<file path="src/rtl/packed_word_serializer.sv">
// Packed word serializer: loads a WIDTH-bit word and emits it one bit per beat, MSB- or LSB-first.
// Optional even-parity trailer beat when SERIAL_PARITY_EN is defined.
module packed_word_serializer #(
    parameter int unsigned WIDTH = 16,
    localparam int unsigned IDX_W = $clog2(WIDTH)
) (
    input  logic             clk,
    input  logic             rst_n,
    input  logic             in_valid,
    output logic             in_ready,
    input  logic [WIDTH-1:0] in_data,
    input  logic             in_msb_first,
    output logic             out_valid,
    input  logic             out_ready,
    output logic             out_bit,
    output logic [IDX_W-1:0] out_idx,
    output logic             out_last,
    output logic             busy,
    output logic             done
);

    localparam logic [IDX_W-1:0] LastIdx = IDX_W'(WIDTH - 1);

    typedef enum logic [1:0] {StIdle, StShift, StParity} state_e;

    state_e           state_q, state_d;
    logic [WIDTH-1:0] word_q, word_d;
    logic [IDX_W-1:0] idx_q, idx_d;
    logic             dir_q, dir_d;
    logic             done_q, done_d;
    logic             is_final;

    // Final index depends on walk direction; the index never wraps past it.
    always_comb begin
        is_final = dir_q ? (idx_q == '0) : (idx_q == LastIdx);
    end

    always_ff @(posedge clk) begin
        if (!rst_n) begin
            state_q <= StIdle;
            word_q  <= '0;
            idx_q   <= '0;
            dir_q   <= 1'b0;
            done_q  <= 1'b0;
        end else begin
            state_q <= state_d;
            word_q  <= word_d;
            idx_q   <= idx_d;
            dir_q   <= dir_d;
            done_q  <= done_d;
        end
    end

    always_comb begin
        state_d = state_q;
        word_d  = word_q;
        idx_d   = idx_q;
        dir_d   = dir_q;
        done_d  = 1'b0;
        unique case (state_q)
            StIdle: begin
                if (in_valid) begin
                    word_d  = in_data;
                    dir_d   = in_msb_first;
                    idx_d   = in_msb_first ? LastIdx : '0;
                    state_d = StShift;
                end
            end
            StShift: begin
                if (out_ready) begin
                    if (is_final) begin
`ifdef SERIAL_PARITY_EN
                        state_d = StParity;
`else
                        state_d = StIdle;
                        done_d  = 1'b1;
`endif
                    end else begin
                        idx_d = dir_q ? idx_q - 1'b1 : idx_q + 1'b1;
                    end
                end
            end
`ifdef SERIAL_PARITY_EN
            StParity: begin
                if (out_ready) begin
                    state_d = StIdle;
                    done_d  = 1'b1;
                end
            end
`endif
            default: state_d = StIdle;
        endcase
    end

    always_comb begin
        in_ready  = 1'b0;
        out_valid = 1'b0;
        out_bit   = 1'b0;
        out_idx   = '0;
        out_last  = 1'b0;
        busy      = 1'b0;
        done      = done_q;
        unique case (state_q)
            StIdle: begin
                in_ready = 1'b1;
            end
            StShift: begin
                out_valid = 1'b1;
                out_bit   = word_q[idx_q];
                out_idx   = idx_q;
                busy      = 1'b1;
`ifdef SERIAL_PARITY_EN
                out_last  = 1'b0;
`else
                out_last  = is_final;
`endif
            end
`ifdef SERIAL_PARITY_EN
            StParity: begin
                out_valid = 1'b1;
                out_bit   = ^word_q;
                out_last  = 1'b1;
                busy      = 1'b1;
            end
`endif
            default: begin
                in_ready = 1'b0;
            end
        endcase
    end

endmodule

</file>
<file path="config.mk">
export PLATFORM = sky130hd
export DESIGN_NAME = packed_word_serializer
export DESIGN_NICKNAME = d
export VERILOG_FILES = /design/src/rtl/packed_word_serializer.sv
export SDC_FILE = /design/constraint.sdc
export NUM_CORES = 1
export LEC_CHECK = 0
export CORE_UTILIZATION = 46
export CTS_BUF_LIST = sky130_fd_sc_hd__clkbuf_8
export DETAILED_ROUTE_END_ITERATION = 12
export HOLD_SLACK_MARGIN = 0.02
export PLACE_DENSITY = 0.78
export SETUP_SLACK_MARGIN = 0.05
export SYNTH_ARGS = -nofsm -noshare
export SYNTH_HDL_FRONTEND = slang
export SYNTH_SLANG_ARGS = --single-unit
</file>
<file path="constraint.sdc">
create_clock -name clk -period 1.9 [get_ports clk]
set_clock_uncertainty 0.2 [all_clocks]
set_input_delay 0.475 -clock clk [delete_from_list [all_inputs] [get_ports clk]]
set_output_delay 0.475 -clock clk [all_outputs]
set_load 0.02 [all_outputs]
</file>
== Word-level counts from Yosys, hierarchy flattened ==
Index checks and enable logic that the tools add are counted.

* Register bits: 24
* Bits in latches: 0
* Bits in writable memories: 0
* Bits in read-only memories: 0
* Logic and storage cells: 40
* Memories kept: 0

* Add/sub/neg operators: 2
* Multiply operators: 0
* Div/mod/pow operators: 0
* Order comparisons: 1
* Equal/unequal tests: 6
* Shifts and indexed selects: 0
* Mux-type cells: 19
* Bitwise operators: 0
* Reduce and logical (&&, ||, !) cells: 7

{| class="wikitable"
|+ Operators with widths
! operator !! count
|-
| 4-bit two-way mux || 6
|-
| 2-bit inequality test (second input constant) || 4
|-
| 4-bit one-hot mux with 2 select lines || 1
|-
| 1-bit two-way mux || 7
|-
| 2-bit two-way mux || 3
|-
| 3-bit AND reduction || 2
|-
| 4-bit by 5-bit less-than comparator with 1-bit output (second input constant) || 1
|-
| 4-bit by 1-bit adder with 4-bit output (second input constant) || 1
|-
| 1-bit binary-select mux with 4-bit select || 1
|-
| 4-bit equality test (second input constant) || 1
|-
| 4-bit logical NOT || 1
|-
| 2-bit one-hot mux with 2 select lines || 1
|-
| 4-bit AND reduction || 1
|-
| 4-bit by 1-bit subtractor with 4-bit output (second input constant) || 1
|-
| 2-bit by 1-bit equality test with 1-bit output (second input constant) || 1
|-
| 2-bit logical NOT || 1
|-
| 2-bit AND reduction || 1
|-
| 2-bit nonzero test || 1
|}

== Depth between registers and ports, before layout ==
* Word-level depth: 5
* Mapped depth: 7
* Depth with buffers taken out: 6

== Worst setup path before layout ==
No wires, ideal clock.

* Path kind: reg2out
* Start: reg state_q[0]
* End: out out_bit
* Arrival time: 1.519 ns
* Required time: 1.225 ns
* Path slack: -0.294 ns
* Stages on the path, launching flop included: 4
* Cells stage by stage: dfxtp_1 > buf_2 > clkinv_1 > o31ai_2

* Longest elaborated chain between the ends: 2

{| class="wikitable"
|+ Ends and longest elaborated chain
! what !! line !! RTL
|-
| start: declaration || 26 || <nowiki>state_e state_q, state_d;</nowiki>
|-
| start signal: assignment || 40 || <nowiki>state_q <= StIdle;</nowiki>
|-
| start signal: assignment || 46 || <nowiki>state_q <= state_d;</nowiki>
|-
| 2-bit by 1-bit equality test with 1-bit output || 103 || <nowiki>unique case (state_q)</nowiki>
|-
| 1-bit two-way mux || 103 ||
|-
| end: declaration || 15 || <nowiki>output logic out_bit,</nowiki>
|}

No other way between the ends.

== Worst setup path after layout ==
* Start: reg idx_q[0]
* End: out out_bit

* Longest elaborated chain between the ends: 3

{| class="wikitable"
|+ Ends and longest elaborated chain
! what !! line !! RTL
|-
| start: declaration || 28 || <nowiki>logic [IDX_W-1:0] idx_q, idx_d;</nowiki>
|-
| start signal: assignment || 48 || <nowiki>idx_q <= idx_d;</nowiki>
|-
| 1-bit binary-select mux with 4-bit select || 109 || <nowiki>out_bit = word_q[idx_q];</nowiki>
|-
| 1-bit two-way mux (not written as such) || 109 ||
|-
| 1-bit two-way mux || 103 ||
|}

No other way between the ends. The select of a mux whose other input is x is not followed.

==> metrics.yaml <==
run_status:
  status: "complete, but fails checks"
  violations: "setup timing"
setup_path:
  r2r_cells: 8
  critPathKind: "register to primary output"
  worst_ep_required_time_ns: 1.22
  reg2reg_slack_ns: -0.01
  crit_family: "multiplexers"
  path_buf_inv: 1
  crit_path_cell_trace: "mux4_2, and3_4, a31oi_4, o31ai_4, buf_6"
  cp-start-kind: "register"
  worstPathArrival_ns: 1.69
  end_kind: "primary output"
  cp_num_cells: 5
  cp_slowest_cell: "mux4_2"
  slowest_delay_ns: 0.49
  r2r_end: "idx_q[2]"
  worstSetupStartpoint: "idx_q[0]"
  cp_max_fo: 3
  worstSetupEndpoint: "out_bit"
  reg2reg_from: "idx_q[0]"
synthesis:
  synth_compound_area_share_pct: 19.1
  ys_types: 38
  ys_seq_elements: 23
  synth_xor_xnor_area_share_pct: 1.39
  muxShareOfSynthArea_pct: 11.4
  synth_top_family_by_area: "simple AND/OR/NAND/NOR gates"
  synth_area_leaders: "dfxtp_1, nand2_1, a21boi_0, mux2i_1, mux4_2"
  synth-simple-area-share_pct: 21.2
  yosysWarnings: 0
  syn_nets: 167
  synth_commonest_cells: "nand2_1, dfxtp_1, a21boi_0"
  synth-edff-count: 0
  syn_area_per_cell_um2: 8.78
  async_flop_share_pct: 0
  synthesis.instances: 143
  yosysMostFrequentCell: "nand2_1"
  synth_area_mm2: 0.00126
  synth_top_area_share_pct: 36.7
  ys.flop_type: "dfxtp_1"
  synthAdderAreaFrac_pct: 3.59
  seq_area_frac_synth_pct: 36.7
  yosysTopAreaCell: "dfxtp_1"
placed_design:
  dpl.hpwl_mm: 2.30
  place_ws_ns: -0.660
  place_area_mm2: 0.00173
  gp_congestion: 0.856
  placed_cells: 213
  port_buffers: 30
cells_and_area:
  fill_cells: 168
  multi_input_area_um2: 812
  fin_cells: 222
  drive_gt1_share_pct: 36.5
  synthToLayoutAreaGrowth_pct: 54.3
  nets: 217
  fin_area_mm2: 0.00194
  seq_area_um2: 474
  antenna_cells: 0
floorplanning:
  dieArea_mm2: 0.00294
  coreArea_mm2: 0.00252
  die_h_um: 54.3
  initial_utilization_pct: 49.8
  top_level_ports: 31
  die_x_um: 54.3
  num_rows: 18
timing:
  worst_pin_slew_ns: 0.423
  maxSlewViolCount: 0
  setup_slack_ns: -0.462
  finalSetupViolCount: 3
  final-hold-violation-count: 0
  finalCriticalPeriod_ns: 2.36
  post-route-period-util_pct: 124
  rsz0062_at_grt: "true"
  maxSlewHeadroom_pct: 71.7
  fmax_mhz: 423
power:
  p_leak_nw: 0.779
  p_per_area_mw_per_mm2: 639
  finalPower_mw: 1.24
  p_int_uw: 874
  ir_worst_vdd_mv: 0.766
  p_clk_share_pct: 24.9
  power_switching_uw: 366
  p_sw_share_pct: 29.5
  pwr-share-comb_pct: 31.4
  power_frac_seq_pct: 43.7
detailed_routing:
  drc: 0
  vias_per_cell: 5.39
  final_antenna_net_count: 0
  wl_per_cell_um: 15.0
  first_iter_violations: 21
  drt-total-wl_mm: 3.32
  vias: 1197
  firstDrtPassIters: 4
clock_network:
  h-tree-depth: 1
  clockRootBuffer: "clkbuf_8"
  cts.sinks: 23
  ctsHoldBuffers: 0
  cts_made_buffers: 3
  insertion_delay_ns: 0.26
  cts.clk_slew.worst_paths_ns: 0.08
  cts_buffer_depth: 2
  cts_tree: "yes"
grt:
  grt_util_all_layers_pct: 24.9
  grt_pass1_vias: 1180
  grt_pass1_wl_mm: 5.19
  grt-ovfl-total: 0
  grt_max_degree: 18
  antenna_found_initial: 0
job:
  maxCapViolCount: 0
worst_hold_path:
  hold_path_class: "register to register"
routing by layer:
| layer | wire length [um] | vias up | global-route usage [%] |
|---|---|---|---|
| li1 | - | 584 | - |
| met1 | 1330 | 582 | 28.3 |
| met2 | 1840 | 25 | 45.1 |
| met3 | 107 | 6 | 6.11 |
| met4 | 39 | 0 | 8.12 |
| met5 | 0 | - | 0 |
worst min-delay path: cells and delay by family (launching register included):
family | cells | cell delay, ns
AO/OA/AOI/OAI | 1 | 0.06
flip-flops | 1 | 0.32
AND/OR/NAND/NOR | 1 | 0.05
layout by cell type (no fill, tap or decap), drive strengths merged, types with 2 or more instances in the layout:
cell / synthesis / final
a21boi: 17 / 17
a21oi: 3 / 3
and2: 3 / 3
and3: 2 / 2
buf: 8 / 33
clkbuf: 4 / 6
clkdlybuf4s50: 0 / 20
dfxtp: 23 / 23
ha: 2 / 2
inv: 3 / 4
mux2i: 6 / 6
mux4: 3 / 3
nand2: 41 / 41
nand2b: 2 / 2
nand3: 2 / 2
nor2: 4 / 4
nor2b: 2 / 2
o211ai: 2 / 2
o21ai: 2 / 2
how the worst min path moves through the flow:
stage | startpoint | to | slack, ns | depth (start not counted)
after detailed placement | word_q[15] | word_q[15] | 0.26 | 2
after floorplan | word_q[11] | word_q[11] | 0.24 | 2
after global routing | word_q[14] | word_q[14] | 0.29 | 2
after global placement | word_q[10] | word_q[10] | 0.25 | 2
after CTS | word_q[15] | word_q[15] | 0.27 | 2
final | word_q[15] | word_q[15] | 0.27 | 2
power by group through the flow:
stage                     Clock [mW]  Combinational [mW]  Sequential, mW
after floorplan                    0               0.184           0.542
after global placement             0               0.306           0.548
final                          0.308               0.389           0.542
after CTS                      0.321               0.349           0.543
after detailed placement           0               0.319           0.549
after global routing           0.347               0.417           0.547
cell families (layout without fill, tap and decap cells):
kind of cell	after synthesis	after routing
simple gates	59	59
buf+inv	16	65
fa+ha+maj	3	3
xor+xnor	2	2
mux	10	10
compound gates	30	30
flops	23	23
metrics by stage:
stage	TNS, ns	hold slack [ns]	utilization, %
6_report	-0.771	0.266	76.8
4_1_cts	-0.811	0.270	73.6
5_1_grt	-0.999	0.293	76.8
2_1_floorplan	-0.201	0.239	-
3_3_place_gp	-1.68	0.250	68.6
3_5_place_dp	-1.93	0.259	68.6
state kept, by name, indices dropped and copies added, names as in the netlist:
signal,cells
idx_q,4
word_q,16
dir_q,1
done,1
state_q,1
cell type report:
cell class	instances	share of cell area, %
Clock inverter	1	0.387
Timing Repair Buffer	57	27.8
Inverter	4	1.42
Clock buffer	3	2.13
Tap cell	30	1.94
Multi-Input combinational cell	104	41.9
Sequential cell	23	24.5
what timing repair did:
action	in CTS	in global routing
setup buffers	4	3
pin swaps	2	7
endpoints found under the setup margin	14	10
gates resized for setup	59	28
Note: power is estimated with default switching activity, not from simulation.
